`src/rtl/div_sequencer_if.sv`:
```
// Request/response bundle between the pipeline and the multi-cycle divider.
// Optional flush signal is present only when DIV_SEQUENCER_FLUSH_EN is defined.
interface div_sequencer_if #(
  parameter int XLEN = 64
);
  logic            in_valid;
  logic            in_ready;
  logic [1:0]      control;
  logic [XLEN-1:0] op_a;
  logic [XLEN-1:0] op_b;
  logic            out_valid;
  logic            out_ready;
  logic [XLEN-1:0] result;
  logic            busy;
`ifdef DIV_SEQUENCER_FLUSH_EN
  logic            flush;

  modport master (
    output in_valid, control, op_a, op_b, out_ready, flush,
    input  in_ready, out_valid, result, busy
  );
  modport slave (
    input  in_valid, control, op_a, op_b, out_ready, flush,
    output in_ready, out_valid, result, busy
  );
`else
  modport master (
    output in_valid, control, op_a, op_b, out_ready,
    input  in_ready, out_valid, result, busy
  );
  modport slave (
    input  in_valid, control, op_a, op_b, out_ready,
    output in_ready, out_valid, result, busy
  );
`endif
endinterface

```
`src/rtl/div_sequencer.sv`:
```
// Radix-2 restoring divide/remainder unit (div/divu/rem/remu), one op at a time, XLEN+2 cycle latency.
// Optional DIV_SEQUENCER_FLUSH_EN adds a flush input that returns the FSM to IDLE.
module div_sequencer #(
  parameter  int XLEN  = 64,
  localparam int CNT_W = $clog2(XLEN) + 1
) (
  input logic            clk,
  input logic            rst,
  div_sequencer_if.slave bus
);

  localparam logic [2:0] S_IDLE  = 3'd0;
  localparam logic [2:0] S_SETUP = 3'd1;
  localparam logic [2:0] S_ITER  = 3'd2;
  localparam logic [2:0] S_FIX   = 3'd3;
  localparam logic [2:0] S_DONE  = 3'd4;

  localparam logic [XLEN-1:0] MIN_VAL  = {1'b1, {(XLEN-1){1'b0}}};
  localparam logic [XLEN-1:0] ALL_ONES = {XLEN{1'b1}};

  logic [2:0]      state_q, state_d;
  logic [1:0]      ctrl_q,  ctrl_d;
  logic [XLEN-1:0] a_q,     a_d;
  logic [XLEN-1:0] b_q,     b_d;
  logic [XLEN-1:0] quo_q,   quo_d;
  logic [XLEN-1:0] rem_q,   rem_d;
  logic [CNT_W-1:0] cnt_q,  cnt_d;
  logic            qneg_q,  qneg_d;
  logic            rneg_q,  rneg_d;

  logic            is_signed;
  logic [XLEN-1:0] a_mag;
  logic [XLEN-1:0] b_mag;
  logic [XLEN:0]   rem_sh;
  logic [XLEN:0]   diff;

  assign is_signed = ~ctrl_q[0];
  assign a_mag     = (is_signed && a_q[XLEN-1]) ? -a_q : a_q;
  assign b_mag     = (is_signed && b_q[XLEN-1]) ? -b_q : b_q;

  // The partial remainder never reaches |b|, so only the trial value needs the extra bit.
  assign rem_sh = {rem_q, quo_q[XLEN-1]};
  assign diff   = rem_sh - {1'b0, b_mag};

  always_comb begin
    state_d = state_q;
    ctrl_d  = ctrl_q;
    a_d     = a_q;
    b_d     = b_q;
    quo_d   = quo_q;
    rem_d   = rem_q;
    cnt_d   = cnt_q;
    qneg_d  = qneg_q;
    rneg_d  = rneg_q;

    case (state_q)
      S_IDLE: begin
        if (bus.in_valid) begin
          ctrl_d  = bus.control;
          a_d     = bus.op_a;
          b_d     = bus.op_b;
          state_d = S_SETUP;
        end
      end
      S_SETUP: begin
        // Special results pass through FIX with sign correction suppressed.
        if (b_q == '0) begin
          quo_d   = ALL_ONES;
          rem_d   = a_q;
          qneg_d  = 1'b0;
          rneg_d  = 1'b0;
          state_d = S_FIX;
        end else if (is_signed && (a_q == MIN_VAL) && (b_q == ALL_ONES)) begin
          quo_d   = MIN_VAL;
          rem_d   = '0;
          qneg_d  = 1'b0;
          rneg_d  = 1'b0;
          state_d = S_FIX;
        end else begin
          quo_d   = a_mag;
          rem_d   = '0;
          cnt_d   = '0;
          qneg_d  = is_signed & (a_q[XLEN-1] ^ b_q[XLEN-1]);
          rneg_d  = is_signed & a_q[XLEN-1];
          state_d = S_ITER;
        end
      end
      S_ITER: begin
        if (!diff[XLEN]) begin
          rem_d = diff[XLEN-1:0];
          quo_d = {quo_q[XLEN-2:0], 1'b1};
        end else begin
          rem_d = rem_sh[XLEN-1:0];
          quo_d = {quo_q[XLEN-2:0], 1'b0};
        end
        cnt_d = cnt_q + 1'b1;
        if (cnt_q == CNT_W'(XLEN - 1)) begin
          state_d = S_FIX;
        end
      end
      S_FIX: begin
        if (qneg_q) begin
          quo_d = -quo_q;
        end
        if (rneg_q) begin
          rem_d = -rem_q;
        end
        state_d = S_DONE;
      end
      S_DONE: begin
        if (bus.out_ready) begin
          state_d = S_IDLE;
        end
      end
      default: begin
        state_d = S_IDLE;
      end
    endcase

`ifdef DIV_SEQUENCER_FLUSH_EN
    if (bus.flush) begin
      state_d = S_IDLE;
    end
`endif
  end

  always_ff @(posedge clk or posedge rst) begin
    if (rst) begin
      state_q <= S_IDLE;
      ctrl_q  <= '0;
      a_q     <= '0;
      b_q     <= '0;
      quo_q   <= '0;
      rem_q   <= '0;
      cnt_q   <= '0;
      qneg_q  <= 1'b0;
      rneg_q  <= 1'b0;
    end else begin
      state_q <= state_d;
      ctrl_q  <= ctrl_d;
      a_q     <= a_d;
      b_q     <= b_d;
      quo_q   <= quo_d;
      rem_q   <= rem_d;
      cnt_q   <= cnt_d;
      qneg_q  <= qneg_d;
      rneg_q  <= rneg_d;
    end
  end

  assign bus.in_ready  = (state_q == S_IDLE);
  assign bus.out_valid = (state_q == S_DONE);
  assign bus.busy      = (state_q != S_IDLE);
  assign bus.result    = ctrl_q[1] ? rem_q : quo_q;

endmodule

```
`src/flat_wrapper.sv`:
```
// flat-port wrapper written by rule: the top's interface ports become plain ports
module div_sequencer_flat 
#(
  parameter  int XLEN  = 64,
  localparam int CNT_W = $clog2(XLEN) + 1
)
  (clk, rst, bus_in_valid, bus_control, bus_op_a, bus_op_b, bus_out_ready, bus_in_ready, bus_out_valid, bus_result, bus_busy);
  div_sequencer_if #(.XLEN(XLEN)) bus_i ();
  input logic clk;
  input logic rst;
  input wire logic [$bits(bus_i.in_valid)-1:0] bus_in_valid;
  input wire logic [$bits(bus_i.control)-1:0] bus_control;
  input wire logic [$bits(bus_i.op_a)-1:0] bus_op_a;
  input wire logic [$bits(bus_i.op_b)-1:0] bus_op_b;
  input wire logic [$bits(bus_i.out_ready)-1:0] bus_out_ready;
  output wire logic [$bits(bus_i.in_ready)-1:0] bus_in_ready;
  output wire logic [$bits(bus_i.out_valid)-1:0] bus_out_valid;
  output wire logic [$bits(bus_i.result)-1:0] bus_result;
  output wire logic [$bits(bus_i.busy)-1:0] bus_busy;
  assign bus_i.in_valid = bus_in_valid;
  assign bus_i.control = bus_control;
  assign bus_i.op_a = bus_op_a;
  assign bus_i.op_b = bus_op_b;
  assign bus_i.out_ready = bus_out_ready;
  assign bus_in_ready = bus_i.in_ready;
  assign bus_out_valid = bus_i.out_valid;
  assign bus_result = bus_i.result;
  assign bus_busy = bus_i.busy;
  div_sequencer #(.XLEN(XLEN)) u_core (.clk(clk), .rst(rst), .bus(bus_i));
endmodule
```
`config.mk`:
```
export PLATFORM = sky130hd
export DESIGN_NAME = div_sequencer_flat
export DESIGN_NICKNAME = d
export VERILOG_FILES = /design/src/rtl/div_sequencer_if.sv /design/src/rtl/div_sequencer.sv /design/src/flat_wrapper.sv
export SDC_FILE = /design/constraint.sdc
export NUM_CORES = 1
export LEC_CHECK = 0
export CORE_MARGIN = 1
export CORE_UTILIZATION = 55
export CTS_CLUSTER_DIAMETER = 50
export DETAILED_ROUTE_END_ITERATION = 6
export PLACE_DENSITY = 0.77
export SLEW_MARGIN = 20
export SYNTH_ARGS = -nofsm -noshare
export SYNTH_HDL_FRONTEND = slang
export SYNTH_SLANG_ARGS = --single-unit
```
`constraint.sdc`:
```
create_clock -name clk -period 23.3 [get_ports clk]
set_clock_uncertainty 0.05 [all_clocks]
set_input_delay 3.495 -clock clk [delete_from_list [all_inputs] [get_ports clk]]
set_output_delay 3.495 -clock clk [all_outputs]
set_load 0.05 [all_outputs]
```
==> impl_summary.md, run 1 <==
Detailed routing
The vias after detailed routing is around 23000. The via count normalized by instance count is approximately 6.7. In this run, the number of DRC markers left after iteration 0 of detailed routing was between 2000 and 3000.

The first TritonRoute pass finished after 7 iterations. The antenna violation net count after detailed routing is 0. The average routed wire per standard cell is 23.66 um. The final layout contains routed wiring with a total length of roughly 80 mm. After detailed routing, the number of remaining DRC violations is 0.

Hold path
The worst hold path terminates at u_core.cnt_q[6]. The worst hold path begins at u_core.cnt_q[6]. The type of the worst min-delay path is reg2reg. The worst hold path depth is 1.

Timing
The setup total negative slack is 0 ns. The relative max-transition margin is a little over a quarter. The transition time at the pin with the least slew margin is roughly 1.1 ns. Setup repair after global routing left no endpoint under its margin. The final-report max-slew violation count is 0. The final hold violation count came to 0.

Of the available clock period, the critical path in the final layout requires 30.93%. For this run, the top clock speed supported by timing is about 0.14 GHz. Setup violations remaining at the end of the flow were counted as 0.

The clock period minus final worst setup slack is slightly above 7 ns.

CTS
The deepest level of the CTS H-tree is 2. The clock tree from TritonCTS is done. The clock latency at the later pin of the worst-skew pair is just under 0.6 ns.

The number of buffers added by the clock tree synthesis step is 39. CTS saw 270 sinks. The post-CTS setup buffer count is 0. The clock passes through at most 3 buffers. The cell chosen for the clock root is sky130_fd_sc_hd__clkbuf_16. The cts-stage hold buffer count is 0.

After clock tree synthesis, the repair step resized 0 gates. After clock tree synthesis, the clock-pin slew on the worst setup and hold paths is 0.06 ns.

Critical path
The startpoint kind of the worst setup timing path is a register. The endpoint identified for the worst register-to-register timing path is u_core.rem_q[22]. Of all nets on the critical path, the largest fanout is 54. The number of buffers and inverters on the critical path is 1. Setup slack on the worst reg-to-reg path comes out at 16.09 ns. The worst endpoint required time is 23.74 ns.

At the worst endpoint, the arrival time is approximately 7.7 ns. The startpoint identified for the worst register-to-register timing path is u_core.b_q[2]. The slowest stage of the critical path belongs to the cell sky130_fd_sc_hd__nor2_1. The type of the worst setup path is reg2reg.

The family with the most delay on the worst path is simple AND/OR/NAND/NOR gates. The critical path endpoint category is a register. The number of cells traversed by the worst register-to-register path is 18.

Walking the worst path, the cells encountered are or3_1, nor3b_1, nand3_1, nor4_1, nand3_1, nor3_1, a21oi_1, xnor2_1, ha_1, nand4_1, nor4_1, nand4_1, o211ai_1, xor2_4, buf_4, nor2_1, a22oi_1, a31oi_1. On the worst path, the slowest cell contributes a delay of just over 0.9 ns.

GRT
The via count of the first global-routing pass is ~21000. Entering global routing, the biggest net connects approximately 130 pins. Global routing used between 30% and 40% of the available tracks across all layers. The number of antenna violations at the first check in global routing is 3.

Summed over all layers, the global routing overflow is 0. The wire length of the first global-routing pass is roughly 120 mm.

Floorplan
Measured along the x axis, the die boundary spans between 200 and 250 um. about 200 I/O pins were placed. Once the floorplan was initialized, standard cells occupied 56.21% of the core. The site row count is 73. The area of the die is about 42000 um2. The floorplan step set the die height to 204.2 um. The region available for standard cell placement spans between 40000 and 50000 um2.

Synth
In this run, distinct cell masters in the synthesized netlist total a little over 80. After synthesis the cells add up to 22490 um2. Counting every net in the synthesized netlist gives slightly below 3000. The warning count from the yosys run is 0. The gate count after technology mapping is approximately 2700. The share of flip-flops with an asynchronous set or reset is between 90% and 100%. The mean instance size in the synthesized netlist is around 8.3 um2.

The synthesized design contains 0 enable-type register cells. The most used flip-flop cell after synthesis is sky130_fd_sc_hd__dfrtp_1. The synthesis-stage register bit count is 270. Summing the sequential cell areas from Yosys gives between 30% and 40% of the chip area.

Placed design
The congestion estimate from routability-driven global placement came to 1.009. Input and output buffers added on the ports amount to 200. Detailed placement finished with a half-perimeter wire length of approximately 59 mm.

Cells and area
Counting the fill cells in the layout gives between 3000 and 4000. The net count of the finished layout is roughly 3000. The fraction of final layout cells sized beyond drive strength 1 is about 11%. The area growth from synthesis to layout is 15.93%.

Status
The run finished with clean final reports.

Job
The number of maximum-capacitance violations is 0.
==> cell type report <==
cell class                      instances  area (um2)  area share [%]
Sequential cell                       270        6759           25.93
Tap cell                              525       656.9           2.520
Multi-Input combinational cell       2219       14900           57.14
Clock inverter                         24       231.5          0.8879
Timing Repair Buffer                  231        2242           8.600
Clock buffer                           47        1077           4.132
Antenna cell                            2       5.005         0.01920
Inverter                               52       202.7          0.7775
==> layer usage <==
layer	share of wire [%]	vias to the layer above	track usage, %
met5	0	-	0
met4	3.6	0	13.65
met3	13	187	7.302
met2	42	1382	54.59
met1	42	10790	55.70
li1	-	10300	-
==> kinds of logic (layout without fill, tap and decap cells) <==
| group | after synthesis | in the layout | synth area share, % |
|---|---|---|---|
| fa+ha+maj | 71 | 71 | 3.984 |
| xor+xnor | 209 | 209 | 8.140 |
| mux | 216 | 216 | 10.57 |
| other cells | 0 | 2 | 0 |
| simple gates | 907 | 907 | 20.09 |
| flops | 270 | 270 | 30.05 |
| buf+inv | 230 | 354 | 4.073 |
| compound gates | 816 | 816 | 23.11 |
==> through the flow <==
step,area [um2],hold slack (ns),utilization (%),setup slack (ns),std cells
2_1_floorplan,22490,0.3908,-,12.32,2719
3_3_place_gp,24730,0.4042,61.82,16.48,3297
3_5_place_dp,24730,0.4146,61.82,16.09,3297
4_1_cts,26040,0.4242,65.09,16.00,3368
5_1_grt,26070,0.4584,65.16,15.63,3369
6_report,26070,0.4184,65.17,16.09,3370
==> flip-flops by register name (all words and copies together), names as in the netlist <==
name and flops:
u_core.rneg_q 1, u_core.quo_q 64, u_core.cnt_q 7, u_core.ctrl_q 2, u_core.b_q 64, u_core.qneg_q 1
u_core.rem_q 64, u_core.a_q 64, u_core.state_q 3
==> worst max path at each step <==
stage | from | endpoint | slack [ns] | depth (start not counted)
after floorplan | rst | u_core.a_q[0] | 12.32 | 1
after global placement | u_core.b_q[2] | u_core.rem_q[35] | 16.48 | 19
after detailed placement | u_core.b_q[2] | u_core.rem_q[35] | 16.09 | 19
after CTS | u_core.b_q[2] | u_core.rem_q[35] | 16.00 | 19
after global routing | u_core.b_q[2] | u_core.rem_q[52] | 15.63 | 18
final | u_core.b_q[2] | u_core.rem_q[22] | 16.09 | 18
==> cells in the mapped netlist, drive strengths merged (26+ instances only) <==
cell | count | share of area [%]
a21oi | 241 | 5.4
xor2 | 86 | 3.3
nand3 | 40 | 0.89
mux2 | 171 | 8.6
nand4 | 51 | 1.4
clkbuf | 149 | 2.5
o31ai | 31 | 1.0
a21o | 41 | 1.4
mux2i | 45 | 2.0
inv | 52 | 0.87
nand2 | 195 | 3.3
xnor2 | 123 | 4.8
a22oi | 27 | 0.90
dfrtp | 270 | 30
nor2 | 284 | 4.7
o21ai | 213 | 4.7
nor3 | 100 | 2.2
or4 | 31 | 1.1
nand2b | 26 | 0.72
o21a | 32 | 1.1
o221ai | 26 | 1.0
ha | 70 | 3.9
nor4 | 44 | 1.5
buf | 29 | 0.67
a221oi | 34 | 1.4
or3 | 41 | 1.1
==> cell usage in the layout (no fill, tap or decap), drive strengths merged, types with 17 or more instances in the layout <==
cell           instances
nand2b                26
o31ai                 31
or3                   41
a22oi                 27
ha                    70
nor3                 100
xnor2                123
nand4                 51
o221ai                26
a211oi                21
or4                   31
nand3                 40
a21o                  41
a2111oi               17
o21ai                213
dfrtp                270
nor4                  44
mux2                 171
xor2                  86
clkbuf                47
clkdlybuf4s50        200
inv                   60
mux2i                 45
a31oi                 19
a21oi                241
nand2                195
buf                   31
o21a                  32
nor2                 284
a221oi                34
Power of run 1 is not shown: default switching activity piles up to over one toggle a cycle in this logic, so the estimate is an artifact.
==> inputs of run 2 (changes only) <==
clock period = 7.4 ns   (was 23.3 ns; I/O delays follow)
==> run 2 against run 1 <==
  * Via count is 1.2% lower
  * Sequential share of layout area is 0.093 points lower
  * Critical endpoint is now u_core.rem_q[60]
  * Maximum frequency is 15% higher
==> impl_summary.md, run 2 (synthesized netlist as in run 1, its figures left out) <==
Status
The flow ran to the end, and the final reports show no timing, DRC or antenna violations.

GRT
The wire length of the first global-routing pass is 121.5 mm (-0.83%). The number of antenna violations at the first check in global routing is 3 (unchanged). The overall routing resource usage is 37.61% (-0.21 points). The via count of the first global-routing pass is 20870 (+0.37%). The maximum number of pins on one net before global-route repair is 174 (+31%).

The overflow left after global routing is 0 (unchanged).

Floorplan
The area of the die is 41700 um2 (unchanged). The top-level port count was 201 (unchanged). The site row count is 73 (unchanged). The initial cell density of the core is 56.21% (unchanged).

The core outline area is 40010 um2 (unchanged). The die height is 204.2 um (unchanged). The width of the chip came to 204.2 um (unchanged).

Cells and area
The number of filler instances in the final layout was 3380 (-1.5%). The fraction of final layout cells sized beyond drive strength 1 is 11.42% (+0.093 points). The number of nets in the final layout is 3022 (+0.13%). The total inserted antenna cells is 0 (-2). In the layout the commonest cells are 280 x sky130_fd_sc_hd__nor2_1, 268 x sky130_fd_sc_hd__dfrtp_1, 241 x sky130_fd_sc_hd__a21oi_1. From synthesis to final layout, the design area changed by 16.35%. The post-route core utilization is 65.40% (+0.23 points). The library cell used most frequently in the layout, excluding fill and tap cells, is sky130_fd_sc_hd__nor2_1.

CTS
The sink count of the clock tree came to 270 (unchanged). The number of buffers added by the clock tree synthesis step is 39 (unchanged). TritonCTS built the clock tree. The cts-stage hold buffer count is 0 (unchanged). The clock tree buffer depth came to 3 (unchanged).

The clock latency at the later pin of the worst-skew pair was 0.58 ns (about the same). The post-CTS setup buffer count was 0 (unchanged). The quantity of gates resized following cts is 0 (unchanged). The deepest level of the CTS H-tree is 2 (unchanged). The clock-pin slew on the worst setup and hold paths is 0.06 ns (about the same). The cell chosen for the clock root is sky130_fd_sc_hd__clkbuf_16.

Critical path
The critical path endpoint category is a register. The beginning of the worst register-to-register path is u_core.b_q[15]. The critical path starts at u_core.b_q[15]. The worst endpoint required time is 7.76 ns (-15.98 ns). The largest driver fanout on the critical path is 53 (-1.9%). The reg-to-reg setup timing slack was 1.12 ns (-14.97 ns). The number of cells traversed by the worst register-to-register path is 18 (unchanged).

The arrival time of the worst setup path is 6.64 ns (-1.01 ns). The startpoint kind of the worst setup timing path is a register. The endpoint identified for the worst register-to-register timing path is u_core.rem_q[60]. The type of the worst setup path is reg2reg.

Timing
The clock period minus final worst setup slack is 6.278 ns (-0.9294 ns). The maximum achievable frequency is 0.1593 GHz (+15%). The transition time at the pin with the least slew margin came to 1.018 ns (-0.07390 ns).

The final period utilization came to 84.83% (+54 points). The smallest hold slack came to 0.4253 ns (+0.006843 ns). The setup violation total in the final timing report is 0 (unchanged). The final-report max-slew violation count came to 0 (unchanged). The final hold violation count is 0 (unchanged). The relative max-transition margin is 32.11% (+5.2 points). The smallest setup slack after layout came to 1.122 ns (-14.97 ns). The setup total negative slack is 0 ns (unchanged). Setup repair after global routing left no endpoint under its margin.

Hold path
The startpoint identified for the worst hold timing path is u_core.cnt_q[6]. The tightest min-delay check is of the reg2reg type. The worst hold path depth is 1 (unchanged). The endpoint of the worst hold-timing path is u_core.cnt_q[6].

Detailed routing
The detailed-routing iteration count for the pre-antenna-repair pass is 6 (-1). The via count normalized by instance count is 6.640 (-1.2%). The final wirelength came to 78.98 mm (-0.97%). The average routed wire per standard cell is 23.43 um (-0.99%). The antenna violation net count after detailed routing is 0 (unchanged). The vias after detailed routing is 22390 (-1.2%). The residual DRC count came to 0 (unchanged). The number of DRC markers in iteration 0 came to 3017 (+12%).

Placed design
The placer congestion estimate is 0.9794 (-2.9%). The half-perimeter wire length after placement is 58.93 mm (+0.28%). The worst slack after detailed placement is 1.120 ns (-14.97 ns).

The number of port buffers is 200 (unchanged).

Job
The number of maximum-capacitance violations is 0 (unchanged).
## run 2: cell count changes in the layout (fill, tap and decap cells not counted), sizes merged
cell / change
buf: +4
bufinv: +3
clkinv: +3
clkinvlp: -2
diode: -2
inv: -5
## run 2: layout make-up
cell class	count	area (um2)	area share, %
Clock buffer	47	1066	4.074
Clock inverter	23	302.8	1.157
Inverter	52	198.9	0.7604
Multi-Input combinational cell	2219	14890	56.91
Sequential cell	270	6759	25.83
Tap cell	525	656.9	2.511
Timing Repair Buffer	235	2290	8.751
## run 2: critical path, cell delays in order, from the launching register on
cell	delay, ns
sky130_fd_sc_hd__dfrtp_1	0.44
sky130_fd_sc_hd__or4_1	0.56
sky130_fd_sc_hd__nor4_1	0.32
sky130_fd_sc_hd__nor4b_2	0.42
sky130_fd_sc_hd__and3_1	0.33
sky130_fd_sc_hd__nand2_1	0.15
sky130_fd_sc_hd__nor3_1	0.45
sky130_fd_sc_hd__a31oi_1	0.19
sky130_fd_sc_hd__xnor2_1	0.18
sky130_fd_sc_hd__ha_1	0.44
sky130_fd_sc_hd__nand4_1	0.22
sky130_fd_sc_hd__nor4_1	0.52
sky130_fd_sc_hd__nand4_1	0.15
sky130_fd_sc_hd__o211ai_1	0.44
sky130_fd_sc_hd__xor2_4	0.23
sky130_fd_sc_hd__buf_12	0.33
sky130_fd_sc_hd__mux2_2	0.38
sky130_fd_sc_hd__a222oi_1	0.23
sky130_fd_sc_hd__o21ai_1	0.09
## run 2: worst max path at each step
stage | endpoint | cells past startpoint | slack [ns]
after global placement | u_core.rem_q[22] | 17 | 1.24
after CTS | u_core.rem_q[22] | 17 | 1.11
final | u_core.rem_q[60] | 18 | 1.12
after floorplan | u_core.rem_q[16] | 19 | 1.84
after global routing | u_core.rem_q[58] | 17 | 0.66
after detailed placement | u_core.rem_q[22] | 17 | 1.12
## run 2: metal layers
metal	vias to the layer above	track usage [%]	wire length [um]
met1	10700	54.69	33680
li1	10300	-	-
met3	141	8.195	9484
met2	1244	54.15	33140
met4	2	14.07	2667
met5	-	0	10
## run 2: through the flow
stage	area, um2	std cells
5_1_grt	26160	3371
2_1_floorplan	22490	2719
6_report	26160	3371
3_3_place_gp	24780	3301
4_1_cts	26160	3371
3_5_place_dp	24790	3301
Power of run 2 is left out for the same reason.
